## src/rtl/mc_control_unit.sv

```systemverilog
// Multi-cycle control FSM for the RV32I-subset computer: sequences IF/ID/EXE/MEM/WB
// over a shared memory port and drives datapath selects, ALU controls and write enables.
module mc_control_unit #(
    parameter int unsigned CNT_W = 32
) (
    input  logic             clock,
    input  logic             resetn,
    input  logic [6:0]       opcode,
    input  logic [2:0]       funct3,
    input  logic             funct7_5,
    input  logic             z,
    input  logic             mem_ready,
    output logic             mem_req,
    output logic             iord,
    output logic             wir,
    output logic             wpc,
    output logic             wreg,
    output logic             wmem,
    output logic             m2reg,
    output logic             jal,
    output logic             aluimm,
    output logic [3:0]       aluc,
    output logic             sext,
    output logic             i_lui,
    output logic             i_sw,
    output logic             shift,
    output logic [1:0]       pcsource,
    output logic [2:0]       state,
    output logic             illegal,
    output logic [CNT_W-1:0] instret
);

    typedef enum logic [2:0] {
        S_IF  = 3'd0,
        S_ID  = 3'd1,
        S_EXE = 3'd2,
        S_MEM = 3'd3,
        S_WB  = 3'd4
    } state_t;

    state_t           state_q, state_d;
    logic [CNT_W-1:0] instret_q;
    logic             retire;

    logic is_r, is_i, is_ld, is_st, is_br, is_lui, is_jal, is_jalr;
    logic br_ok, legal, shift_op, dec_en;

    assign is_r     = (opcode == 7'b0110011);
    assign is_i     = (opcode == 7'b0010011);
    assign is_ld    = (opcode == 7'b0000011);
    assign is_st    = (opcode == 7'b0100011);
    assign is_br    = (opcode == 7'b1100011);
    assign is_lui   = (opcode == 7'b0110111);
    assign is_jal   = (opcode == 7'b1101111);
    assign is_jalr  = (opcode == 7'b1100111);
    assign br_ok    = (funct3 == 3'b000) || (funct3 == 3'b001);
    assign legal    = is_r | is_i | is_ld | is_st | (is_br & br_ok) | is_lui | is_jal | is_jalr;
    assign shift_op = is_i & ((funct3 == 3'b001) || (funct3 == 3'b101));

    // Decode-derived selects are blanked in IF (IR not yet loaded) and for illegal encodings.
    assign dec_en = legal && (state_q == S_ID || state_q == S_EXE ||
                              state_q == S_MEM || state_q == S_WB);

    always_comb begin
        state_d  = S_IF;
        mem_req  = 1'b0;
        iord     = 1'b0;
        wir      = 1'b0;
        wpc      = 1'b0;
        wreg     = 1'b0;
        wmem     = 1'b0;
        m2reg    = 1'b0;
        jal      = 1'b0;
        aluimm   = 1'b0;
        aluc     = '0;
        sext     = 1'b0;
        i_lui    = 1'b0;
        i_sw     = 1'b0;
        shift    = 1'b0;
        pcsource = 2'b00;
        illegal  = 1'b0;

        if (dec_en) begin
            i_lui  = is_lui;
            i_sw   = is_st;
            shift  = shift_op;
            sext   = is_i | is_ld | is_jalr | is_br;
            aluimm = is_i | is_ld | is_st | is_jalr;
            if (is_br)        pcsource = 2'b01;
            else if (is_jalr) pcsource = 2'b10;
            else if (is_jal)  pcsource = 2'b11;
            if (is_r || shift_op) aluc = {funct7_5, funct3};
            else if (is_i)        aluc = {1'b0, funct3};
            else if (is_br)       aluc = 4'b1000;
        end

        case (state_q)
            S_IF: begin
                mem_req = 1'b1;
                if (mem_ready) begin
                    wir     = 1'b1;
                    wpc     = 1'b1;
                    state_d = S_ID;
                end else begin
                    state_d = S_IF;
                end
            end
            S_ID: begin
                if (!legal)                state_d = S_IF;
                else if (is_lui || is_jal) state_d = S_WB;
                else                       state_d = S_EXE;
                illegal = ~legal;
            end
            S_EXE: begin
                if (is_br) begin
                    wpc     = ((funct3 == 3'b000) & z) | ((funct3 == 3'b001) & ~z);
                    state_d = S_IF;
                end else if (is_ld || is_st) begin
                    state_d = S_MEM;
                end else begin
                    state_d = S_WB;
                end
            end
            S_MEM: begin
                mem_req = 1'b1;
                iord    = 1'b1;
                wmem    = is_st;
                if (mem_ready) state_d = is_st ? S_IF : S_WB;
                else           state_d = S_MEM;
            end
            S_WB: begin
                wreg    = 1'b1;
                m2reg   = is_ld;
                jal     = is_jal | is_jalr;
                wpc     = is_jal | is_jalr;
                state_d = S_IF;
            end
            default: state_d = S_IF;
        endcase

        // Reset overrides every control output, including the memory request.
        if (!resetn) begin
            mem_req  = 1'b0;
            iord     = 1'b0;
            wir      = 1'b0;
            wpc      = 1'b0;
            wreg     = 1'b0;
            wmem     = 1'b0;
            m2reg    = 1'b0;
            jal      = 1'b0;
            aluimm   = 1'b0;
            aluc     = '0;
            sext     = 1'b0;
            i_lui    = 1'b0;
            i_sw     = 1'b0;
            shift    = 1'b0;
            pcsource = 2'b00;
            illegal  = 1'b0;
        end
    end

    assign retire = (state_d == S_IF) &&
                    (state_q == S_EXE || state_q == S_MEM || state_q == S_WB);

    always_ff @(posedge clock or negedge resetn) begin
        if (!resetn) begin
            state_q   <= S_IF;
            instret_q <= '0;
        end else begin
            state_q <= state_d;
            if (retire) instret_q <= instret_q + CNT_W'(1);
        end
    end

    assign state   = resetn ? state_q : 3'd0;
    assign instret = instret_q;

endmodule

```

## config.mk

```make
export PLATFORM = sky130hd
export DESIGN_NAME = mc_control_unit
export DESIGN_NICKNAME = d
export VERILOG_FILES = /design/src/rtl/mc_control_unit.sv
export SDC_FILE = /design/constraint.sdc
export NUM_CORES = 1
export LEC_CHECK = 0
export BUFFER_PORTS_ARGS = -buffer_cell sky130_fd_sc_hd__buf_2
export CORE_ASPECT_RATIO = 0.75
export CORE_MARGIN = 1.5
export CORE_UTILIZATION = 23
export DETAILED_ROUTE_END_ITERATION = 10
export PLACE_DENSITY = 0.54
export SYNTH_ARGS = -nofsm -noshare
export SYNTH_HDL_FRONTEND = slang
export SYNTH_SLANG_ARGS = --single-unit
```

## constraint.sdc

```tcl
create_clock -name clock -period 5.1 [get_ports clock]
set_input_delay 0.51 -clock clock [delete_from_list [all_inputs] [get_ports clock]]
set_output_delay 0.51 -clock clock [all_outputs]
set_load 0.005 [all_outputs]
```

==> flow_summary.toml <==
[yosys]
ys_top_cells_by_area = "dfrtp_1, xnor2_1, xor2_1, nor2_1, nand2_1"
netlist_area_um2 = 2110
syn_area_per_cell_um2 = 9.03
yosys_warnings = 0
synth-main-ff-cell = "dfrtp_1"
synthArstFlopShare = 1.00
synth_nets = 250
ys_seq_area_frac = 0.414
yosys.area.top_type = "dfrtp_1"
yosysUniqueCellTypes = 44
yosysMostFrequentCell = "dfrtp_1"
yosysTopAreaCellShare = 0.414
syn_inst = 234
ys_top_cells_by_count = "dfrtp_1, nor2_1, nand2_1, xnor2_1, xor2_1"
synth_edf_count = 0
ys_ff_latch = 35

[sta]
rsz0062_at_grt = "false"
fin_setup_tns_ns = 0
period_minus_slack_ns = 2.79
layout_setup_ws_ns = 2.31
timing.max_slew.rel_slack = 0.237
drv_slew = 0
max_freq_ghz = 0.359
worst_pin_slew_ns = 1.14
skew_ns = 0.00565
period_share = 0.546
finalSetupViolCount = 0
hold_violations = 0

[detailed_routing]
first_pass_iters = 4
initialDrtViolationCount = 94
drc = 0
ant_nets = 0
vias_per_cell = 4.54
totalWireLength_um = 5190
dr_total_vias = 1873
avgRoutedWirePerCell_um = 12.6

[worst_hold_path]
min_path_type = "input pin to asynchronous set/reset pin"

[clock_tree]
h-tree-depth = 2
cts_hold_buf = 0
postCtsSetupRepairBufs = 0
cts_resized = 0
root_buffer = "clkbuf_16"
worst_skew_pair.late_latency_ns = 0.27
clock_sinks = 35
path_clk_slew_ns = 0.05
clockBufferDepth = 2
cts_buffers = 5
cts_tree = "done"

[finish]
fin_area_um2 = 2700
num-nets-final = 318
nFillCells = 961
area.sequential_um2 = 876
diodes = 0
drive_above_1_share = 0.282
fin_util = 0.300
multi_input_area_um2 = 1160
synthToLayoutAreaGrowth_pct = 27.5

[floorplan]
dieWidth_um = 114
core_area_um2 = 8970
die-area_um2 = 9780
rows = 30
io_pins = 70
die_h_um = 86.0
start_util = 0.236

[setup_path]
cp.required_ns = 4.59
setup.worst_path.class = "input pin to primary output"
cp-start-kind = "input pin"
reg2reg_slack_ns = 2.58
cp_max_fo = 11
crit_path_end_kind = "primary output"
cp_data_arrival_time_ns = 2.28
r2r_cells = 5

[placed_design]
dpl-instance-area_um2 = 2570
hpwl_um = 3900
place_ws_ns = 2.12
gp_congestion = 0.810
port_buffers = 69

[global_route]
grt_max_degree = 42
first_global_vias = 1696
grtUsageTotal = 0.109
grt_pass1_wl_um = 8510
overflow = 0
antenna_found_initial = 0

[power]
sequentialPowerShare = 0.465
p_clk_frac = 0.421
swShare = 0.243
p_total_uw = 659
irDropWorstVdd_v = 0.000103
p_int_uw = 499
comb_power_share = 0.115
switchingPower_uw = 160
pwr_density_cell_nw_per_um2 = 245
static-leakage-power_nw = 1.05

[job]
cap_violations = 0

[status]
run_status = "complete, no violations"
## power by group through the flow
| stage | combinational (mW) | clock, mW | sequential, mW |
|---|---|---|---|
| final | 0.0756 | 0.277 | 0.306 |
| after global routing | 0.0861 | 0.298 | 0.310 |
| after CTS | 0.0769 | 0.284 | 0.306 |
| after detailed placement | 0.0766 | 0 | 0.311 |
| after global placement | 0.0755 | 0 | 0.310 |
| after floorplan | 0.0410 | 0 | 0.307 |
## sequential cells by signal (all words and copies together) (netlist names)
| signal | count |
|---|---|
| instret | 32 |
| state_q | 3 |
## layout make-up
type	instances	area share
well taps	112	0.0520
flip-flops and latches	35	0.325
multi-input cells	179	0.429
repair buffers	70	0.131
clock buffers	6	0.0478
inverters	11	0.0153
## metrics by stage
stage	cells	hold slack [ns]
6_report	413	0.290
3_3_place_gp	407	0.482
2_1_floorplan	234	0.214
5_1_grt	413	0.340
4_1_cts	413	0.322
3_5_place_dp	407	0.477
## critical path: stages
cell and delay (ns):
buf_2 0.13, and4bb_1 0.53, o211ai_1 0.15, nand3b_1 0.16, nand3_1 0.31, a211oi_1 0.32
buf_2 0.16
## cell usage in the layout, fill, tap and decap left out, types with 2 or more instances in the layout
cell type   n
nand2_1    25
o21ai_0     2
nor4_1      3
buf_2      69
inv_1      11
a211oi_1    2
a21oi_1     5
nor2b_1     8
nand3_1    13
dfrtp_1    35
nor3_2      3
clkbuf_16   5
nand3b_1    4
and2b_1     2
nor3b_1     4
nor3_1      7
and2_1      2
xor2_1     17
xnor2_1    17
nor2_1     29
nand4_1    10
nand2b_1    4
## layer usage
layer  share of wire  routed length (um)  vias to the layer above  global-route usage
li1                -                   -                      936                   -
met1            0.50                2610                      892               0.159
met2            0.43                2240                       38               0.158
met3           0.053                 275                        7              0.0283
met4           0.012                  64                        0              0.0284
met5               0                   0                        -                   0
## path summary, 6_finish.rpt
path                                   from           to
worst max-delay path              opcode[3]         sext
worst min-delay path                 resetn  instret[16]
worst max register to register   state_q[0]  instret[31]
worst min register to register  instret[26]  instret[26]
max in group asynchronous            resetn   state_q[1]
min in group clock              instret[26]  instret[26]
## logic make-up after synthesis
family | share of synthesized area
AO/OA/AOI/OAI | 0.0568
XOR/XNOR | 0.141
adder cells (fa/ha/maj) | 0.0107
buffers and inverters | 0.0385
flip-flops | 0.414
multiplexers | 0.00533
AND/OR/NAND/NOR | 0.333
Power figures use the tool's default switching activity.
